## src/rtl/retire_trace_buffer.sv

```systemverilog
// Retirement trace capture: classifies each retiring instruction into a typed, INUM-stamped record and queues it for a valid/ready consumer.
// Optional macro RETIRE_TRACE_NOP_FILTER_EN suppresses NOP records (they still consume an INUM).
module retire_trace_buffer #(
  parameter int DEPTH  = 16,
  parameter int PC_W   = 16,
  parameter int DATA_W = 16,
  parameter int REG_W  = 3,
  parameter int CNT_W  = 32
) (
  input  logic              clk,
  input  logic              rst,
  input  logic              ret_valid,
  input  logic [PC_W-1:0]   ret_pc,
  input  logic              ret_regwrite,
  input  logic [REG_W-1:0]  ret_wreg,
  input  logic [DATA_W-1:0] ret_wdata,
  input  logic              ret_memread,
  input  logic              ret_memwrite,
  input  logic [PC_W-1:0]   ret_maddr,
  input  logic [DATA_W-1:0] ret_mdata,
  input  logic              ret_halt,
  output logic              out_valid,
  input  logic              out_ready,
  output logic [2:0]        out_type,
  output logic [CNT_W-1:0]  out_inum,
  output logic [PC_W-1:0]   out_pc,
  output logic [REG_W-1:0]  out_reg,
  output logic [DATA_W-1:0] out_rval,
  output logic [PC_W-1:0]   out_addr,
  output logic [DATA_W-1:0] out_mval,
  output logic              halted,
  output logic              done,
  output logic              overflow,
  output logic [CNT_W-1:0]  drop_count,
  output logic [CNT_W-1:0]  cycle_count
);

  localparam int AW = $clog2(DEPTH);
  localparam logic [AW:0] FULL_CNT = (AW+1)'(DEPTH);

  localparam logic [2:0] T_NOP = 3'd0, T_REG = 3'd1, T_LOAD = 3'd2,
                         T_STORE = 3'd3, T_STU = 3'd4, T_HALT = 3'd5;

  localparam logic [1:0] S_RUN = 2'd0, S_HALTED = 2'd1, S_DRAINED = 2'd2;

  logic [1:0]        state_q, state_d;
  logic [AW-1:0]     wptr_q, wptr_d, rptr_q, rptr_d;
  logic [AW:0]       count_q, count_d;
  logic [CNT_W-1:0]  inum_q, inum_d, drop_q, drop_d, cycle_q, cycle_d;
  logic              ovf_q, ovf_d;

  logic [2:0]        type_mem [DEPTH];
  logic [CNT_W-1:0]  inum_mem [DEPTH];
  logic [PC_W-1:0]   pc_mem   [DEPTH];
  logic [REG_W-1:0]  reg_mem  [DEPTH];
  logic [DATA_W-1:0] rval_mem [DEPTH];
  logic [PC_W-1:0]   addr_mem [DEPTH];
  logic [DATA_W-1:0] mval_mem [DEPTH];

  logic [2:0]        rec_type;
  logic [REG_W-1:0]  rec_reg;
  logic [DATA_W-1:0] rec_rval, rec_mval;
  logic [PC_W-1:0]   rec_addr;
  logic              accept, filtered, push_req, push, pop, full, drop;

  // Fields that are meaningless for a record type are zeroed so the dumper can diff records directly.
  always_comb begin
    rec_type = T_NOP;
    rec_reg  = '0;
    rec_rval = '0;
    rec_addr = '0;
    rec_mval = '0;
    if (ret_regwrite && ret_memwrite) begin
      rec_type = T_STU;
      rec_reg  = ret_wreg;
      rec_rval = ret_wdata;
      rec_addr = ret_maddr;
      rec_mval = ret_mdata;
    end else if (ret_regwrite && ret_memread) begin
      rec_type = T_LOAD;
      rec_reg  = ret_wreg;
      rec_rval = ret_wdata;
      rec_addr = ret_maddr;
    end else if (ret_regwrite) begin
      rec_type = T_REG;
      rec_reg  = ret_wreg;
      rec_rval = ret_wdata;
    end else if (ret_halt) begin
      rec_type = T_HALT;
    end else if (ret_memwrite) begin
      rec_type = T_STORE;
      rec_addr = ret_maddr;
      rec_mval = ret_mdata;
    end
  end

`ifdef RETIRE_TRACE_NOP_FILTER_EN
  assign filtered = (rec_type == T_NOP);
`else
  assign filtered = 1'b0;
`endif

  assign accept    = ret_valid && (state_q == S_RUN);
  assign push_req  = accept && !filtered;
  assign out_valid = (count_q != '0);
  assign full      = (count_q == FULL_CNT);
  assign pop       = out_valid && out_ready;
  // A full FIFO still accepts a push when the head leaves in the same cycle.
  assign push      = push_req && (!full || pop);
  assign drop      = push_req && full && !pop;

  always_comb begin
    wptr_d  = push ? wptr_q + AW'(1) : wptr_q;
    rptr_d  = pop  ? rptr_q + AW'(1) : rptr_q;
    count_d = count_q + (AW+1)'(push) - (AW+1)'(pop);
    inum_d  = accept ? inum_q + CNT_W'(1) : inum_q;
    drop_d  = (drop && (drop_q != '1)) ? drop_q + CNT_W'(1) : drop_q;
    ovf_d   = ovf_q || drop;
    cycle_d = cycle_q + CNT_W'(1);
    state_d = state_q;
    case (state_q)
      S_RUN:    if (accept && ret_halt) state_d = S_HALTED;
      S_HALTED: if (count_d == '0) state_d = S_DRAINED;
      default:  state_d = state_q;
    endcase
  end

  always_ff @(posedge clk) begin
    if (rst) begin
      state_q <= S_RUN;
      wptr_q  <= '0;
      rptr_q  <= '0;
      count_q <= '0;
      inum_q  <= '0;
      drop_q  <= '0;
      ovf_q   <= 1'b0;
      cycle_q <= '0;
    end else begin
      state_q <= state_d;
      wptr_q  <= wptr_d;
      rptr_q  <= rptr_d;
      count_q <= count_d;
      inum_q  <= inum_d;
      drop_q  <= drop_d;
      ovf_q   <= ovf_d;
      cycle_q <= cycle_d;
    end
  end

  // Storage needs no reset: the payload is masked whenever the FIFO is empty.
  always_ff @(posedge clk) begin
    if (!rst && push) begin
      type_mem[wptr_q] <= rec_type;
      inum_mem[wptr_q] <= inum_q;
      pc_mem[wptr_q]   <= ret_pc;
      reg_mem[wptr_q]  <= rec_reg;
      rval_mem[wptr_q] <= rec_rval;
      addr_mem[wptr_q] <= rec_addr;
      mval_mem[wptr_q] <= rec_mval;
    end
  end

  assign out_type    = out_valid ? type_mem[rptr_q] : '0;
  assign out_inum    = out_valid ? inum_mem[rptr_q] : '0;
  assign out_pc      = out_valid ? pc_mem[rptr_q]   : '0;
  assign out_reg     = out_valid ? reg_mem[rptr_q]  : '0;
  assign out_rval    = out_valid ? rval_mem[rptr_q] : '0;
  assign out_addr    = out_valid ? addr_mem[rptr_q] : '0;
  assign out_mval    = out_valid ? mval_mem[rptr_q] : '0;
  assign halted      = (state_q != S_RUN);
  assign done        = (state_q == S_DRAINED);
  assign overflow    = ovf_q;
  assign drop_count  = drop_q;
  assign cycle_count = cycle_q;

endmodule

```

## config.mk

```make
export PLATFORM = sky130hd
export DESIGN_NAME = retire_trace_buffer
export DESIGN_NICKNAME = d
export VERILOG_FILES = /design/src/rtl/retire_trace_buffer.sv
export SDC_FILE = /design/constraint.sdc
export NUM_CORES = 1
export LEC_CHECK = 0
export BUFFER_PORTS_ARGS = -buffer_cell sky130_fd_sc_hd__buf_2
export CORE_ASPECT_RATIO = 1.5
export CORE_UTILIZATION = 65
export CTS_CLUSTER_SIZE = 28
export DETAILED_ROUTE_END_ITERATION = 6
export PLACE_DENSITY = 0.94
export SLEW_MARGIN = 40
export SYNTH_ARGS = -nofsm -noshare
export SYNTH_HDL_FRONTEND = slang
export SYNTH_SLANG_ARGS = --single-unit
```

## constraint.sdc

```tcl
create_clock -name clk -period 28.7 [get_ports clk]
set_input_delay 7.175 -clock clk [delete_from_list [all_inputs] [get_ports clk]]
set_output_delay 7.175 -clock clk [all_outputs]
set_load 0.05 [all_outputs]
```

# == Word level (Yosys, flattened, before mapping) ==
# Memory sizes are Yosys's and may differ from the RTL's. A register that Yosys moved wholly into a read port is not among the register bits.
# Cells that the tools add are included.
# totals
regBits,112
ram_bits,1632
inputBits,75
output_inout_bits,170
word_cells,96
n_memories,7
# mem_list
name,depth,width,read_ports,rd_clocked_by_memory_dff,write_ports,line,text
inum_mem,16,32,1,1,1,53,logic [CNT_W-1:0] inum_mem [DEPTH];
addr_mem,16,16,1,1,1,57,logic [PC_W-1:0] addr_mem [DEPTH];
mval_mem,16,16,1,1,1,58,logic [DATA_W-1:0] mval_mem [DEPTH];
pc_mem,16,16,1,1,1,54,logic [PC_W-1:0] pc_mem [DEPTH];
rval_mem,16,16,1,1,1,56,logic [DATA_W-1:0] rval_mem [DEPTH];
reg_mem,16,3,1,1,1,55,logic [REG_W-1:0] reg_mem [DEPTH];
+1 memories,-,-,-,-,-,-,
# op_classes
add_sub_neg,7
eq_ne,6
muxes,47
reduce_logical,21
# op_table
cell,count
$mux W16,17
$add A32 B1 Y32 const B,3
$mux W4,14
$mux W32,1
$ne A32 B32 Y1 const B,1
$mux W3,9
$logic_and A1 B1 Y1,10
$add A4 B1 Y4 const B,2
$mux W2,3
$add A5 B1 Y5,1
$eq A5 B5 Y1 const B,1
$logic_not A5 Y1,1
$reduce_bool A5 Y1,1
$sub A5 B1 Y5,1
$pmux W2 S2,1
$reduce_bool A2 Y1,2
$logic_not A1 Y1,3
$reduce_and A3 Y1,1
$eq A2 B1 Y1 const B,1
$eq A2 B2 Y1 const B,1
$logic_not A2 Y1,1
$logic_or A1 B1 Y1,2
$mux W1,2
$ne A2 B1 Y1 const B,1
$ne A2 B2 Y1 const B,1

# == Longest topological paths before layout ==
# depth
word_depth,9
ltp_mapped,16
mapped_depth_nobuf,15

# == Worst setup path after synthesis ==
# OpenSTA, ideal clock, no wires.
# synth_path
path_type,in2reg
startpoint,input ret_valid
endpoint,"memory addr_mem[0][0], enable pin"
setup_ns,0.688
arrival_time_ns,15.098
required_time_ns,28.012
path_slack_ns,12.914
stages,5
path_buffers,0
path_cell_list,nor3b_4 -> a21boi_1 -> and2_1 -> nand2_1 -> nor3_1
# synth_between
elab_chain_cells,5
# synth_rtl
element,line,text
from (decl),12,"input logic ret_valid,"
$logic_and A1 B1 Y1,103,assign accept = ret_valid && (state_q == S_RUN);
$logic_and A1 B1 Y1,109,assign push = push_req && (!full || pop);
$logic_and A1 B1 Y1,152,if (!rst && push) begin
$mux W1,152,
$mux W1 (not written as such),158,addr_mem[wptr_q] <= rec_addr;
to (decl),57,
# Every way passes these cells.

==> flow_summary.json <==
{
  "crit_required_ns": 21.52,
  "place_inst": 4622,
  "power_density_nw_per_um2": 86.5,
  "routed_wl_um": 192000,
  "via_count": 36246,
  "max_stage_delay_ns": 0.69,
  "yosysWarnings": 0,
  "drt_iter0_drc": 6218,
  "grt_pass1_vias": 37186,
  "cts_resized": 0,
  "yosysUniqueCellTypes": 54,
  "cts_sinks": 1748,
  "gp_congestion": 0.806,
  "utilization_pct": 73.9,
  "die_area_um2": 105000,
  "num_rows": 144,
  "worstSetupStartpointType": "register",
  "drive_gt1_share_pct": 31.2,
  "htree_num_levels": 4,
  "status": "finished clean",
  "instances_no_fill": 4910,
  "syn-num-nets": 3168,
  "die_w_um": 265,
  "drv_cap": 0,
  "cp-end-kind": "output pin",
  "synth_largest_area_cell": "edfxtp_1",
  "antenna_found_initial": 16,
  "cp.arrival_ns": 4.83,
  "drtPass1Iterations": 5,
  "clockBufferDepth": 3,
  "avgRoutedWirePerCell_um": 39.0,
  "cts.clk_slew.worst_paths_ns": 0.06,
  "yosysMostFrequentCell": "edfxtp_1",
  "netlist_area_um2": 67600,
  "die_h_um": 397,
  "grt_usage_pct": 37.3,
  "ys.flop_type": "edfxtp_1",
  "fin_crit_sh_pct": 41.8,
  "cts_hold_buf": 0,
  "worstMarginPinSlew_ns": 0.927,
  "cts_tree": "built",
  "max_freq_mhz": 83.3,
  "initial_core_util_pct": 65.7,
  "via_per_inst": 7.38,
  "crit_path_cell_trace": "buf_12 > buf_12 > buf_16 > buf_6 > mux4_2 > mux4_2 > and2_1 > buf_2",
  "grt_max_degree": 81,
  "synth.top_cell.area_share_pct": 72.5,
  "coreArea_um2": 103000,
  "synth_area_leaders": "edfxtp_1, mux4_2, dfxtp_1",
  "synth-edff-count": 1632,
  "clock_latency_ns": 0.79,
  "setup_viol": 0,
  "slew_headroom_pct": 38.2,
  "crit_type": "reg2out",
  "clock-root-buffer": "clkbuf_16",
  "fin_nets": 3483,
  "drv_slew": 0,
  "area_growth_pct": 12.4,
  "grt_overflow": 0,
  "hold_violations": 0,
  "fin_tns_setup_ns": 0,
  "period_needed_ns": 12.00,
  "tritoncts.num_buffers": 152,
  "hold_path.class": "reg2reg",
  "grt_pass1_wl_um": 271000,
  "cts_setup_buffers": 0,
  "synth_cells": 3079,
  "synth_seq_area_share_pct": 75.9,
  "io_pins": 245,
  "dpl.hpwl_um": 92800,
  "slowest_stage": "dfxtp_4",
  "synth-async-reset-ratio_pct": 0,
  "syn_area_per_cell_um2": 22.0,
  "crit_fanout": 63,
  "finClkSkew_ns": 0.0301,
  "ir_drop_v": 0.0000757,
  "drtAntennaViolNets": 0,
  "route.detailed.drc": 0,
  "rsz0062_at_grt": "no",
  "ys_top_cells_by_count": "edfxtp_1, mux4_2, and2_1",
  "synth-seq-cells": 1748,
  "portBuffers": 244,
  "power_leakage_nw": 23.8
}
-- power breakdown --
group / total (mW) / internal, mW / switching [mW] / leakage [nW]
Sequential: 2.85 / 2.82 / 0.0334 / 15.8
Combinational: 1.57 / 0.596 / 0.976 / 5.53
Clock: 2.15 / 1.20 / 0.951 / 2.47
-- cell type report --
| cell class | instances | area [um2] |
|---|---|---|
| clock buffers | 196 | 4190 |
| diodes | 6 | 15.0 |
| repair buffers | 320 | 2150 |
| fillers | 4981 | 26900 |
| flip-flops and latches | 1748 | 51300 |
| clock inverters | 81 | 925 |
| multi-input cells | 1153 | 15600 |
| inverters | 19 | 71.3 |
| well taps | 1387 | 1740 |
-- flip-flops by register name (all words and copies together), names as in the netlist, named ones only --
register and cells:
inum_mem 512, addr_mem 256, mval_mem 256, pc_mem 256, rval_mem 256, reg_mem 48
type_mem 48, cycle_count 32, drop_count 32, inum_q 32, count_q 5, rptr_q 4
wptr_q 4, state_q 2, overflow 1
-- metrics by stage --
stage,total power [mW],hold slack [ns],cell area [um2],worst slack (ns)
floorplan,4.05,0.472,67600,12.91
global placement,4.36,0.471,70400,17.02
detailed placement,4.42,0.458,70800,17.18
CTS,6.57,0.475,75900,16.25
global route,6.72,0.504,76000,16.39
finish,6.57,0.467,76000,16.70
-- final timing paths --
kind / slack [ns] / to / cells after the start / startpoint
setup reg to reg: 24.07 / inum_mem[7][24] / 10 / count_q[3]
hold reg to reg: 0.47 / overflow / 2 / overflow
setup / recovery: 16.70 / out_addr[7] / 8 / register
hold / removal: 0.47 / overflow / 2 / overflow
-- cell families (layout without fill, tap and decap cells) --
group           after synthesis  in the layout  synth area share [%]
mux                         511            511                  17.0
other cells                   0              6                     0
buf+inv                     178            616                  1.24
flops                      1748           1748                  75.9
fa+ha+maj                    14             14                 0.270
simple gates                472            472                  3.90
xor+xnor                     66             66                 0.855
compound gates               90             90                 0.831
-- critical path: cells and delay by family, from the launching register on --
kind,cells,cell delay (ns)
buf+inv,5,1.86
mux,2,1.17
flops,1,0.69
simple gates,1,0.18
-- per-layer routing --
metal	routed length, um	global-route usage (%)
met1	58500	44.8
met2	97000	61.7
met3	23300	8.88
met4	12600	22.3
met5	70	0
-- cells in the final DEF, fill, tap and decap left out, types with 12 or more instances in the layout --
| master | instances |
|---|---|
| clkinv_2 | 21 |
| dfxtp_1 | 112 |
| ha_1 | 13 |
| buf_4 | 34 |
| clkbuf_1 | 30 |
| xnor2_1 | 31 |
| nor2_4 | 12 |
| or4_1 | 13 |
| nand3_1 | 36 |
| buf_2 | 243 |
| nor2_1 | 79 |
| clkinv_1 | 22 |
| xor2_1 | 35 |
| edfxtp_1 | 1632 |
| nand4_1 | 25 |
| clkbuf_16 | 159 |
| o21ai_0 | 16 |
| nor4_1 | 12 |
| and2_1 | 139 |
| nand2_1 | 49 |
| bufinv_16 | 18 |
| buf_6 | 24 |
| inv_1 | 19 |
| a21oi_1 | 36 |
| and3_1 | 30 |
| or3_1 | 27 |
| mux4_2 | 510 |
| o21ai_1 | 12 |
Note: power is estimated with default switching activity, not from simulation.
